<file path="config.mk">
export PLATFORM = sky130hd
export DESIGN_NAME = envelope_scheduler
export DESIGN_NICKNAME = d
export VERILOG_FILES = /design/src/rtl/envelope_scheduler.sv
export SDC_FILE = /design/constraint.sdc
export NUM_CORES = 1
export LEC_CHECK = 0
export ABC_CLOCK_PERIOD_IN_PS = 7300
export CAP_MARGIN = 0
export CORE_AREA = 2 2 453 455
export CTS_BUF_LIST = sky130_fd_sc_hd__clkbuf_4
export CTS_CLUSTER_SIZE = 8
export DETAILED_ROUTE_END_ITERATION = 7
export DIE_AREA = 0 0 455 457
export PLACE_DENSITY = 0.32
export SYNTH_ARGS = -nofsm -noshare
export SYNTH_HDL_FRONTEND = slang
export SYNTH_SLANG_ARGS = --single-unit
</file>
<file path="constraint.sdc">
create_clock -name clk -period 7.3 [get_ports clk]
set_input_delay 1.46 -clock clk [delete_from_list [all_inputs] [get_ports clk]]
set_output_delay 1.46 -clock clk [all_outputs]
set_load 0.02 [all_outputs]
</file>
<file path="src/rtl/envelope_scheduler.sv">
// rtl/envelope_scheduler.sv - time-multiplexed per-oscillator envelope gain sequencer
// One oscillator is visited per clock through a shared add/saturate/count datapath.

`ifndef N_OSCILLATORS
`define N_OSCILLATORS 4
`endif
`ifndef ENVELOPE_LEN
`define ENVELOPE_LEN 4
`endif

package protocol_pkg;
  typedef struct packed {
    logic signed [31:0] rate;
    logic        [31:0] duration;
  } envelope_t;

  typedef struct packed {
    envelope_t [`ENVELOPE_LEN-1:0] envelopes;
    logic      [1:0]               cmds;
  } wavegen_t;
endpackage

module envelope_scheduler #(
  parameter int N_OSC   = `N_OSCILLATORS,
  parameter int ENV_LEN = `ENVELOPE_LEN
) (
  input  logic                              clk,
  input  logic                              rstn,
  input  logic                              sample_tick,
  input  protocol_pkg::wavegen_t [0:N_OSC-1] wave_gens,
  output logic [0:N_OSC-1][31:0]            gain,
  output logic [N_OSC-1:0]                  active,
  output logic                              gain_valid,
  output logic                              busy,
  output logic                              overrun
);

  localparam int IW = (N_OSC > 1) ? $clog2(N_OSC) : 1;
  localparam int SW = $clog2(ENV_LEN + 1);
  localparam logic [SW-1:0] DONE     = SW'(ENV_LEN);
  localparam logic [SW-1:0] LAST     = SW'(ENV_LEN - 1);
  localparam logic [IW-1:0] IDX_LAST = IW'(N_OSC - 1);

  typedef enum logic [1:0] {IDLE, SWEEP, FIN} state_e;

  state_e        state_q, state_d;
  logic [IW-1:0] idx_q, idx_d;
  logic          pending_q, pending_d;
  logic          overrun_q, overrun_d;
  logic          gain_valid_q, gain_valid_d;
  logic          busy_q, busy_d;

  logic [SW-1:0] stage_q [N_OSC];
  logic [SW-1:0] stage_d [N_OSC];
  logic [31:0]   rem_q   [N_OSC];
  logic [31:0]   rem_d   [N_OSC];
  logic [31:0]   gain_q  [N_OSC];
  logic [31:0]   gain_d  [N_OSC];
  logic [1:0]    prev_q  [N_OSC];
  logic [1:0]    prev_d  [N_OSC];

  protocol_pkg::wavegen_t wg;
  logic               ke, ko;
  logic [SW-1:0]      cur_stage, adv_stage, n_stage;
  logic [31:0]        cur_rem, adv_rem, n_rem;
  logic [31:0]        cur_gain, cur_rate, sat_gain, n_gain;
  logic signed [33:0] sum;

  // Shared visit datapath for the oscillator selected by idx_q.
  always_comb begin
    wg        = wave_gens[idx_q];
    cur_stage = stage_q[idx_q];
    cur_rem   = rem_q[idx_q];
    cur_gain  = gain_q[idx_q];
    ke        = wg.cmds[0] & ~prev_q[idx_q][0];
    ko        = wg.cmds[1] & ~prev_q[idx_q][1];

    cur_rate = '0;
    for (int s = 0; s < ENV_LEN; s++) begin
      if (cur_stage == SW'(s)) cur_rate = wg.envelopes[s].rate;
    end
    adv_rem = '0;
    for (int s = 0; s < ENV_LEN - 1; s++) begin
      if (cur_stage == SW'(s)) adv_rem = wg.envelopes[s+1].duration;
    end
    adv_stage = (cur_stage == LAST) ? DONE : cur_stage + SW'(1);

    sum = $signed({2'b00, cur_gain}) + $signed({{2{cur_rate[31]}}, cur_rate});
    if (sum[33])      sat_gain = 32'h0000_0000;
    else if (sum[32]) sat_gain = 32'hFFFF_FFFF;
    else              sat_gain = sum[31:0];

    n_stage = cur_stage;
    n_rem   = cur_rem;
    n_gain  = cur_gain;
    if (ke) begin
      n_gain  = '0;
      n_stage = '0;
      n_rem   = wg.envelopes[0].duration;
    end else if (ko) begin
      n_stage = LAST;
      n_rem   = wg.envelopes[ENV_LEN-1].duration;
    end else if (cur_stage == DONE) begin
      n_stage = cur_stage;
    end else if (cur_rem == '0) begin
      n_stage = adv_stage;
      n_rem   = adv_rem;
    end else begin
      n_gain = sat_gain;
      if (cur_rem == 32'd1) begin
        n_stage = adv_stage;
        n_rem   = adv_rem;
      end else begin
        n_rem = cur_rem - 32'd1;
      end
    end
  end

  always_comb begin
    stage_d = stage_q;
    rem_d   = rem_q;
    gain_d  = gain_q;
    prev_d  = prev_q;
    if (state_q == SWEEP) begin
      stage_d[idx_q] = n_stage;
      rem_d[idx_q]   = n_rem;
      gain_d[idx_q]  = n_gain;
      prev_d[idx_q]  = wg.cmds;
    end
  end

  // A tick seen while busy is parked in pending; a second one is lost.
  always_comb begin
    state_d   = state_q;
    idx_d     = idx_q;
    pending_d = pending_q;
    overrun_d = overrun_q;
    case (state_q)
      IDLE: begin
        if (sample_tick) begin
          state_d = SWEEP;
          idx_d   = '0;
        end
      end
      SWEEP: begin
        if (sample_tick) begin
          if (pending_q) overrun_d = 1'b1;
          else           pending_d = 1'b1;
        end
        if (idx_q == IDX_LAST) state_d = FIN;
        else                   idx_d   = idx_q + IW'(1);
      end
      FIN: begin
        if (sample_tick && pending_q) overrun_d = 1'b1;
        pending_d = 1'b0;
        if (pending_q || sample_tick) begin
          state_d = SWEEP;
          idx_d   = '0;
        end else begin
          state_d = IDLE;
        end
      end
      default: state_d = IDLE;
    endcase
    busy_d       = (state_d != IDLE);
    gain_valid_d = (state_d == FIN);
  end

  always_ff @(posedge clk or negedge rstn) begin
    if (!rstn) begin
      state_q      <= IDLE;
      idx_q        <= '0;
      pending_q    <= 1'b0;
      overrun_q    <= 1'b0;
      gain_valid_q <= 1'b0;
      busy_q       <= 1'b0;
      for (int i = 0; i < N_OSC; i++) begin
        stage_q[i] <= DONE;
        rem_q[i]   <= '0;
        gain_q[i]  <= '0;
        prev_q[i]  <= '0;
      end
    end else begin
      state_q      <= state_d;
      idx_q        <= idx_d;
      pending_q    <= pending_d;
      overrun_q    <= overrun_d;
      gain_valid_q <= gain_valid_d;
      busy_q       <= busy_d;
      for (int i = 0; i < N_OSC; i++) begin
        stage_q[i] <= stage_d[i];
        rem_q[i]   <= rem_d[i];
        gain_q[i]  <= gain_d[i];
        prev_q[i]  <= prev_d[i];
      end
    end
  end

  always_comb begin
    for (int i = 0; i < N_OSC; i++) begin
      gain[i]   = gain_q[i];
      active[i] = (stage_q[i] != DONE);
    end
  end

  assign gain_valid = gain_valid_q;
  assign busy       = busy_q;
  assign overrun    = overrun_q;

endmodule

</file>
# --- Word-level counts from Yosys, hierarchy flattened ---
# Cells that the tools add are included.
# W data, S select, Z words.
word_totals:
  out_inout_bits: 135
  elab_cells: 127
  inputBits: 1035
  register_bits: 284
op_classes:
  bitwise_logic: 5
  n_reduce_logical: 12
  eq_ne: 19
  n_lt_le_gt_ge: 2
  muxes: 63
  addsub: 4
ops:
  columns: ["op", "n"]
  rows:
  - ["$mux W32", 23]
  - ["$bmux W258 S2", 1]
  - ["$mux W258", 2]
  - ["$bwmux W128", 2]
  - ["$bmux W32 S2", 2]
  - ["$demux W32 S2", 1]
  - ["$add A33 B32 Y34", 1]
  - ["$eq A32 B1 Y1 const B", 1]
  - ["$logic_not A32 Y1", 1]
  - ["$sub A32 B1 Y32 const B", 1]
  - ["$mux W3", 9]
  - ["$mux W2", 8]
  - ["$bwmux W12", 1]
  - ["$ne A2 B2 Y1 const B", 6]
  - ["$ne A3 B3 Y1 const B", 4]
  - ["$pmux W2 S3", 2]
  - ["$bwmux W8", 1]
  - ["$reduce_and A4 Y1", 2]
  - ["$bmux W3 S2", 1]
  - ["$demux W3 S2", 1]
  - ["$eq A2 B2 Y1 const B", 3]
  - ["$eq A3 B2 Y1 const B", 2]
  - ["$mux W1", 5]
  - ["$bmux W2 S2", 1]
  - ["19 further kinds", 24]

# --- Depth between registers and ports, before layout ---
# Gate-level depths: netlist of run 1.
depth:
  ltp_word: 17
  depth_mapped: 33
  depth_no_buf: 20

# --- Worst setup path after synthesis of run 1 ---
# No wires, ideal clock.
synth_timing:
  path_type: "reg2reg"
  startpoint: "reg idx_q[1]"
  endpoint: "reg gain_q, in the netlist gain[103]"
  t_arrival_ns: 7.754
  synth_period_minus_slack_ns: 7.836
  stages_incl_launch_ff: 31
  t_required_ns: 7.218
  setup_ns: 0.082
  setup_slack_ns: -0.536
  path_buffers: 13
  path_cell_list: "dfrtp_1 > buf_2 > buf_2 > buf_2 > buf_2 > buf_2 > buf_1 > clkbuf_1 > buf_1 > mux4_2 > inv_1 > ha_1 > nor3b_1 > clkbuf_1 > buf_1 > clkbuf_1 > a221o_1 > o21ai_0 > o21ai_0 > ha_1 > clkbuf_1 > and3_1 > and2_1 > a221o_1 > and2_1 > o31ai_1 > a21oi_1 > nor3b_1 > clkbuf_1 > o21ai_0 > a31oi_1"
synth_via:
  elab_chain_cells: 17
  elab_cells_between_ends: 43
  classes_between: "add/sub (1); order compare (2); eq/ne (4); mux (28); bitwise (5); reduce/logical (3)"
synth_rtl:
  columns: ["item", "line", "rtl"]
  rows:
  - ["from (decl)", "47", "logic [IW-1:0] idx_q, idx_d;"]
  - ["from (signal assigned)", "185", "idx_q <= idx_d;"]
  - ["$not A2 Y3 (not written as such) (*)", null, null]
  - ["$bmux W3 S2", "72", "cur_stage = stage_q[idx_q];"]
  - ["$mux W3 (not written as such) (2 in series)", "72", null]
  - ["$logic_not A3 Y1", "80", "if (cur_stage == SW'(s)) cur_rate = wg.envelopes[s].rate;"]
  - ["$mux W32 (4 in series)", "80", null]
  - ["$add A33 B32 Y34", "88", "sum = $signed({2'b00, cur_gain}) + $signed({{2{cur_rate[31]}}, cur_rate});"]
  - ["$mux W32", "90", "else if (sum[32]) sat_gain = 32'hFFFF_FFFF;"]
  - ["$mux W32", "89", "if (sum[33]) sat_gain = 32'h0000_0000;"]
  - ["$mux W32", "105", "end else if (cur_rem == '0) begin"]
  - ["$mux W32", "103", "end else if (cur_stage == DONE) begin"]
  - ["$mux W32", "100", "end else if (ko) begin"]
  - ["$mux W32", "96", "if (ke) begin"]
  - ["$bwmux W128 (*)", "127", "gain_d[idx_q] = n_gain;"]
  - ["to (signal, indexed assignment)", "193", "gain_q[i] <= gain_d[i];"]
  - ["to (decl)", "57", "logic [31:0] gain_q [N_OSC];"]
# Mark *: on every way between the ends. The rest lies on a longest branch, timed or not. The select of a mux whose other input is x is not followed.
# A chain may end at the register's enable or synchronous reset.

# --- Worst setup path in the final report of run 1 ---
layout_timing:
  startpoint: "reg idx_q[0]"
  endpoint: "reg gain_q, in the netlist gain[115]"
# Same word-level chain as after synthesis.

==> results of run 1 <==
power groups by stage:
stage          clock network, mW  registers, mW  logic [mW]
2_1_floorplan                  0           3.19        10.9
3_3_place_gp                   0           3.07        19.7
5_1_grt                     1.78           3.13        20.7
6_report                    1.62           3.04        19.3
4_1_cts                     1.70           3.06        19.7
3_5_place_dp                   0           3.08        19.7
state kept, by name (all words and copies together) (netlist names):
signal	cells
overrun	1
stage_q	12
gain	128
rem_q	128
gain_valid	1
busy	1
idx_q	2
prev_q	8
state_q	2
pending_q	1
stage by stage:
stage,power [mW],setup WS (ns)
CTS,24.5,0.706
global route,25.6,0.497
detailed placement,22.7,0.264
floorplan,14.1,0.00365
finish,24.0,0.877
global placement,22.8,0.210
worst paths after layout:
| path | slack, ns | from | endpoint |
|---|---|---|---|
| max in group asynchronous | 5.12 | rstn | gain[3] |
| min reg2reg | 0.47 | rem_q[9] | rem_q[9] |
| min | 0.47 | rem_q[9] | rem_q[9] |
| max reg2reg | 0.88 | idx_q[0] | gain[115] |
| min in group asynchronous | 0.57 | rstn | rem_q[115] |
| max | 0.88 | idx_q[0] | gain[115] |
final cells by class:
class	count	area (µm²)
fillers	22396	164000
multi-input cells	1725	15600
repair buffers	1230	12300
flip-flops and latches	284	7120
well taps	2688	3360
clock buffers	122	916
diodes	93	233
clock inverters	25	146
inverters	20	75.1
synthesized netlist by cell type, types with 18 or more instances:
| master | number |
|---|---|
| o21ai_0 | 258 |
| nand2_1 | 225 |
| inv_1 | 20 |
| nor3_1 | 18 |
| mux4_2 | 326 |
| a22oi_1 | 54 |
| dfrtp_1 | 280 |
| nand3_1 | 27 |
| a221oi_1 | 20 |
| ha_1 | 44 |
| nor2_1 | 213 |
| buf_2 | 42 |
| clkbuf_1 | 143 |
| a31oi_1 | 44 |
| a221o_1 | 52 |
| a21o_1 | 19 |
| a21oi_1 | 159 |
layer usage:
metal	up-vias	wire (µm)	GRT usage
met2	1499	130000	0.414
met3	434	14500	0.0449
met5	-	255	0
met1	13805	78100	0.220
li1	11266	-	-
met4	40	9510	0.0966
worst max-delay path: cells and delay by family, from the launching register on:
family,cells,cell delay [ns]
adders and majority gates,2,0.75
DFF,1,0.48
and+or+nand+nor,5,1.44
AOI/OAI and AO/OA,8,2.29
muxes,1,0.60
buffers and inverters,3,0.72
kinds of logic after synthesis:
group / after synthesis
buf+inv: 230
simple gates: 587
mux: 330
fa+ha+maj: 45
xor+xnor: 25
compound gates: 738
flops: 284
==> impl_summary.log, run 1 <==
[metrics] synthesized area per cell: between 10 and 15 µm²
[metrics] number of primary I/O pins: 1170
[metrics] buffer cell driving the clock tree root: clkbuf_4
[metrics] Period minus WS final: around 6.4 ns
[metrics] type of element launching the critical path: flip-flop
[metrics] number of nets in the synthesized netlist: about 3.3k
[metrics] compound-gate portion of the synthesized area: 0.200
[metrics] maximum number of pins on one net before global-route repair: 146
[metrics] Setup violations, final: 0
[metrics] #FFs+latches synth: approximately 280
[metrics] buffers from clock root to sink, at most: 3
[metrics] die footprint: 208000 µm²
[metrics] post-route clock period utilization: 0.880
[metrics] layout cells sized above 1: 0.169
[metrics] critical path arrival: a little over 7 ns
[metrics] highest-count cells in the layout ignoring fill and taps: 1168 x clkdlybuf4s50_1, 326 x mux4_2, 278 x dfrtp_1, 251 x o21ai_0, 220 x nand2_1
[metrics] number of design-rule violations left by the first detailed-router iteration: ~2.5k
[metrics] antenna viol nets, final: 0
[metrics] Synth Area in Simple Gates: 0.110
[metrics] largest voltage drop on the vdd net: 0.383 mV
[metrics] Tightest Hold Check Type: flip-flop to flip-flop
[metrics] last weighted congestion value of the routability-driven placer: around 0.94
[metrics] Starting Density: 0.116
[metrics] Routed Wire Length: ~230000 µm
[metrics] # placed instances: about 5.9k
[metrics] Hold Vio Cnt, Final: 0
[metrics] first-pass GRT wire length: slightly below 300000 µm
[metrics] H-tree depth reported by CTS: 3
[metrics] leakage power total: 14.0 nW
[metrics] number of buffers added to fix hold violations after cts: 0
[metrics] adder-cell share of the synthesized area: 0.0242
[metrics] worst clock skew: about 0.097 ns
[metrics] Port-buffer cells: 1169
[metrics] fraction of power consumed by sequential logic: 0.127
[metrics] slew margin rel.: 0.232
[metrics] top cell type by total area after synthesis: mux4_2
[metrics] detailed-route DRC error count: 0
[metrics] Post-synth ARST share: 1.00
[metrics] kind of capture point of the worst setup path: flip-flop
[metrics] share of Yosys cell area claimed by the top area cell type: 0.311
[metrics] cell internal pwr: between 10 and 15 mW
[metrics] Clock power frac: 0.068
[metrics] post-route setup TNS: 0 ns
[metrics] max-capacitance violation count: 0
[metrics] NumNets Final: about 4.4k
[metrics] number of antenna violations at the first check in global routing: about 240
[metrics] Post-synth EDFFs: 0
[metrics] core box area: about 200000 µm²
[metrics] fin. max-slew vios: 0
[metrics] combinational family with the most area after synthesis: multiplexers
[metrics] Max Clock Freq: between 150 and 200 MHz
[metrics] chain of cells forming the critical path: mux4_2 -> inv_1 -> ha_1 -> nor2b_4 -> buf_4 -> a221o_1 -> o21ai_0 -> o21ai_0 -> ha_1 -> and3_1 -> and2_1 -> a221o_1 -> and2_1 -> o31ai_1 -> a21oi_1 -> nor3b_4 -> buf_12 -> o21ai_0 -> a31oi_1
[metrics] clock sink total: 284
[metrics] aggregate global routing overflow: 0
[metrics] most frequent standard cell in the layout excluding fill and tap cells: clkdlybuf4s50_1
[metrics] Tot GR Track Use: 0.216
[metrics] Synth Cell Area: ~24000 µm²
[metrics] RSZ-0062 raised after global routing: false
[metrics] post-CTS sizing: 0
[metrics] total via count after detailed routing: 27.0k
[metrics] TritonCTS clock tree: done
[metrics] slew of the pin with the lowest slew margin: about 1.1 ns
[metrics] run status: finished, final reports clean
[metrics] combinational cell fraction of total power: 0.806
[metrics] most common flop cell mapped by yosys: dfrtp_1
[metrics] fraction of the yosys area taken by sequential cells: 0.302
[metrics] count of cell types in the netlist: just under 80
[metrics] xor/xnor cell area share of the yosys netlist: 0.00929
[metrics] final hold slack: about 0.47 ns
[metrics] Routed WL per cell: around 38 µm
[metrics] proportion of synthesized area in mux cells: 0.313
[metrics] CTS clock-pin slew for the worst setup and hold paths: 0.06 ns
[metrics] cts bufs inserted: 88
[metrics] critical path class: flip-flop to flip-flop
[metrics] logic depth of the worst register-to-register path: 19
[metrics] slowest stage cell on the critical path: o21ai_0
[metrics] width of the die: 455 µm
[metrics] worst-skew pair later-pin latency: 0.95 ns
[metrics] CP required: 8.07 ns
[metrics] post-detailed-placement cell area: between 30000 and 40000 µm²
[metrics] Hold Path Depth: 2
[metrics] final core occ: 0.196
[metrics] setup repair bufs after CTS: 0
[metrics] standard-cell rows: ~170
[metrics] power dissipated by switching net loads: approximately 14 mW
[metrics] Largest stage delay, worst path: 0.64 ns
[metrics] number of instances in the synthesized netlist: roughly 2.2k
[metrics] net switching share of the total power: 0.569
[metrics] Vias per Instance: ~4.4
[metrics] Synth area leaders: mux4_2 31%, dfrtp_1 30%, o21ai_0 5.5%
[metrics] Area Overhead vs Synth: 68.6%
[metrics] ratio of total power to cell area: about 600 nW/µm²
[metrics] Max FO, Critical Path: 32
[metrics] cell repeated most along the worst path: o21ai_0
[metrics] Die Height: about 460 µm
[metrics] finished layout cell area: ~40000 µm²
[metrics] number of iterations in the first detailed-routing pass: 5
[metrics] number of warnings printed during yosys synthesis: 0
[metrics] number of standard cells in the final layout excluding fillers: between 6k and 7k
[metrics] via count of the first global-routing pass: roughly 27k
[metrics] detailed placer's ending HPWL: approximately 200000 µm
Power figures use the tool's default switching activity.
==> run 2: changes to the inputs <==
--- a/config.mk
+++ b/config.mk
@@ -13,6 +13,7 @@
 export DETAILED_ROUTE_END_ITERATION = 7
 export DIE_AREA = 0 0 455 457
 export PLACE_DENSITY = 0.32
+export RECOVER_POWER = 25
 export SYNTH_ARGS = -nofsm -noshare
 export SYNTH_HDL_FRONTEND = slang
 export SYNTH_SLANG_ARGS = --single-unit
==> run 2 against run 1 <==
Net effect: the flow now finishes with violations (capacitance limit, slew limit); combinational power is essentially flat; first-iteration DRC count increased by 2.9%; die area stayed put; critical path depth is the same; non-clock buffer count did not move; fmax rose by 0.36%.
==> impl_summary.log, run 2 (synthesized netlist as in run 1, its figures left out) <==
[metrics] run status: finished, violations left
[metrics] violated checks: capacitance limit, slew limit
[metrics] post-route clock period utilization: 0.877
[metrics] launch point of the worst reg-to-reg path: idx_q[0]
[metrics] worst setup slack for register-to-register paths: roughly 0.90 ns
[metrics] clock sink total: 284
[metrics] standard-cell rows: 166
[metrics] Routed Wire Length: around 230000 µm
[metrics] Tot GR Track Use: 0.216
[metrics] layout cells sized above 1: 0.169
[metrics] post-route setup TNS: 0 ns
[metrics] Hold Path Depth: 2
[metrics] Starting Density: 0.116
[metrics] worst-skew pair later-pin latency: between 0.9 and 1 ns
[metrics] met2 demand-to-capacity share in global routing: 0.414
[metrics] met1 capacity usage during global routing: 0.220
[metrics] Multi-input gate area: 15600 µm²
[metrics] fillers: ~22k
[metrics] width of the die: about 460 µm
[metrics] number of primary I/O pins: 1170
[metrics] TritonCTS clock tree: done
[metrics] max-capacitance violation count: 1
[metrics] Routed WL per cell: roughly 38 µm
[metrics] number of design-rule violations left by the first detailed-router iteration: ~2.5k
[metrics] maximum number of pins on one net before global-route repair: approximately 150
[metrics] CP required: approximately 8.1 ns
[metrics] Max Clock Freq: between 150 and 200 MHz
[metrics] finished layout cell area: ~40000 µm²
[metrics] Max FO, Critical Path: 32
[metrics] antenna viol nets, final: 0
[metrics] post-CTS sizing: 0
[metrics] setup repair bufs after CTS: 0
[metrics] Largest stage delay, worst path: between 0.6 and 0.7 ns
[metrics] kind of capture point of the worst setup path: flip-flop
[metrics] Tightest Hold Check Type: flip-flop to flip-flop
[metrics] logic depth of the worst register-to-register path: 19
[metrics] slowest stage cell on the critical path: o21ai_0
[metrics] number of iterations in the first detailed-routing pass: 6
[metrics] first-pass GRT wire length: 291000 µm
[metrics] total via count after detailed routing: ~27k
[metrics] slew margin rel.: -2.76
[metrics] total area of sequential cells: 7120 µm²
[metrics] number of antenna violations at the first check in global routing: 237
[metrics] endpoint with the worst hold slack: rem_q[40]
[metrics] fin. max-slew vios: 90
[metrics] Vias per Instance: approximately 4.3
[metrics] GRT Max-Usage Layer: met2
[metrics] buffers from clock root to sink, at most: 3
[metrics] met3 track demand over resource: 0.0449
[metrics] slew of the pin with the lowest slew margin: 5.64 ns
[metrics] via count of the first global-routing pass: 26.7k
[metrics] worst clock skew: ~0.095 ns
[metrics] Port-buffer cells: 1169
[metrics] NumNets Final: ~4.4k
[metrics] buffer cell driving the clock tree root: clkbuf_4
[metrics] final core occ: 0.196
[metrics] last weighted congestion value of the routability-driven placer: between 0.9 and 1
[metrics] CTS clock-pin slew for the worst setup and hold paths: 0.06 ns
[metrics] detailed-route DRC error count: 0
[metrics] largest voltage drop on the vdd net: a little under 0.4 mV
[metrics] type of element launching the critical path: flip-flop
[metrics] highest-count cells in the layout ignoring fill and taps: 1167 x clkdlybuf4s50_1, 326 x mux4_2, 278 x dfrtp_1, 251 x o21ai_0, 220 x nand2_1
[metrics] Hold Vio Cnt, Final: 0
[metrics] worst setup margin: approximately 0.9 ns
[metrics] number of standard cells in the final layout excluding fillers: around 6.2k
[metrics] start point of the worst hold path: rem_q[40]
[metrics] # placed instances: 5947
[metrics] detailed placer's ending HPWL: 199000 µm
[metrics] critical path class: flip-flop to flip-flop
[metrics] most frequent standard cell in the layout excluding fill and tap cells: clkdlybuf4s50_1
[metrics] Setup violations, final: 0
[metrics] ratio of total power to cell area: approximately 600 nW/µm²
[metrics] chain of cells forming the critical path: mux4_2 -> inv_1 -> ha_1 -> nor2b_4 -> buf_4 -> a221o_1 -> o21ai_0 -> o21ai_0 -> ha_1 -> and3_1 -> and2_1 -> a221o_1 -> and2_1 -> o31ai_1 -> a21oi_1 -> nor3b_4 -> buf_12 -> o21ai_0 -> a31oi_1
[metrics] Period minus WS final: between 6 and 7 ns
[metrics] Die Height: 457 µm
[metrics] leakage power total: ~14 nW
[metrics] worst flop-to-flop path endpoint: gain[115]
[metrics] pre-CTS worst setup slack: 0.264 ns
[metrics] post-detailed-placement cell area: 38500 µm²
[metrics] H-tree depth reported by CTS: 3
[metrics] number of buffers added to fix hold violations after cts: 0
[metrics] Area Overhead vs Synth: 68.6%
[metrics] cts bufs inserted: between 80 and 90
[metrics] critical path arrival: about 7.2 ns
[metrics] core box area: slightly above 200000 µm²
[metrics] die footprint: 208000 µm²
[metrics] cell repeated most along the worst path: o21ai_0
[metrics] aggregate global routing overflow: 0
[metrics] RSZ-0062 raised after global routing: false
## run 2: cell count changes in the layout (fill, tap and decap cells not counted)
| cell | change |
|---|---|
| clkdlybuf4s50_1 | -1 |
| clkbuf_1 | +1 |
| diode_2 | +2 |
| buf_8 | -1 |
| dlygate4sd3_1 | +1 |
## run 2: worst max-delay path by stage
stage              startpoint         to  slack [ns]  cells after the start
2_1_floorplan        idx_q[0]  gain[103]       0.004                     32
3_5_place_dp   wave_gens[808]   gain[28]        0.26                     20
6_report             idx_q[0]  gain[115]        0.90                     19
3_3_place_gp   wave_gens[808]   gain[28]        0.21                     20
4_1_cts              idx_q[0]   gain[19]        0.71                     19
5_1_grt                  rstn  rem_q[29]        0.50                      1
## run 2: area by class of cell
class                      instances  area share
multi-input combinational       1725       0.392
timing repair buffer            1230       0.309
sequential                       284       0.179
tap                             2688      0.0846
clock buffer                     122      0.0230
antenna                           95     0.00598
clock inverter                    25     0.00368
inverter                          20     0.00189
## run 2: per-layer routing
metal,vias up,part of all wire
li1,11262,-
met1,13747,0.33
met2,1436,0.56
met3,436,0.066
met4,38,0.043
met5,-,0.0011
## run 2: per-stage QoR
stage | power [mW] | hold slack [ns]
after global placement | 22.8 | 0.459
after global routing | 25.6 | 0.500
after detailed placement | 22.7 | 0.460
after CTS | 24.5 | 0.447
final | 24.0 | 0.474
after floorplan | 14.1 | 0.440
## run 2: critical path: cells and delay by family, from the launching register on
kind,cells,cell delay (ns)
AO/OA/AOI/OAI,8,2.28
AND/OR/NAND/NOR,5,1.43
adder cells (fa/ha/maj),2,0.74
buffers and inverters,3,0.72
multiplexers,1,0.59
flip-flops,1,0.47
## run 2: power breakdown
part,leakage [nW],internal (mW),switching [mW],total (mW)
Clock,0.630,0.804,0.814,1.62
Sequential,3.40,2.38,0.654,3.04
Combinational,9.97,7.14,12.2,19.3
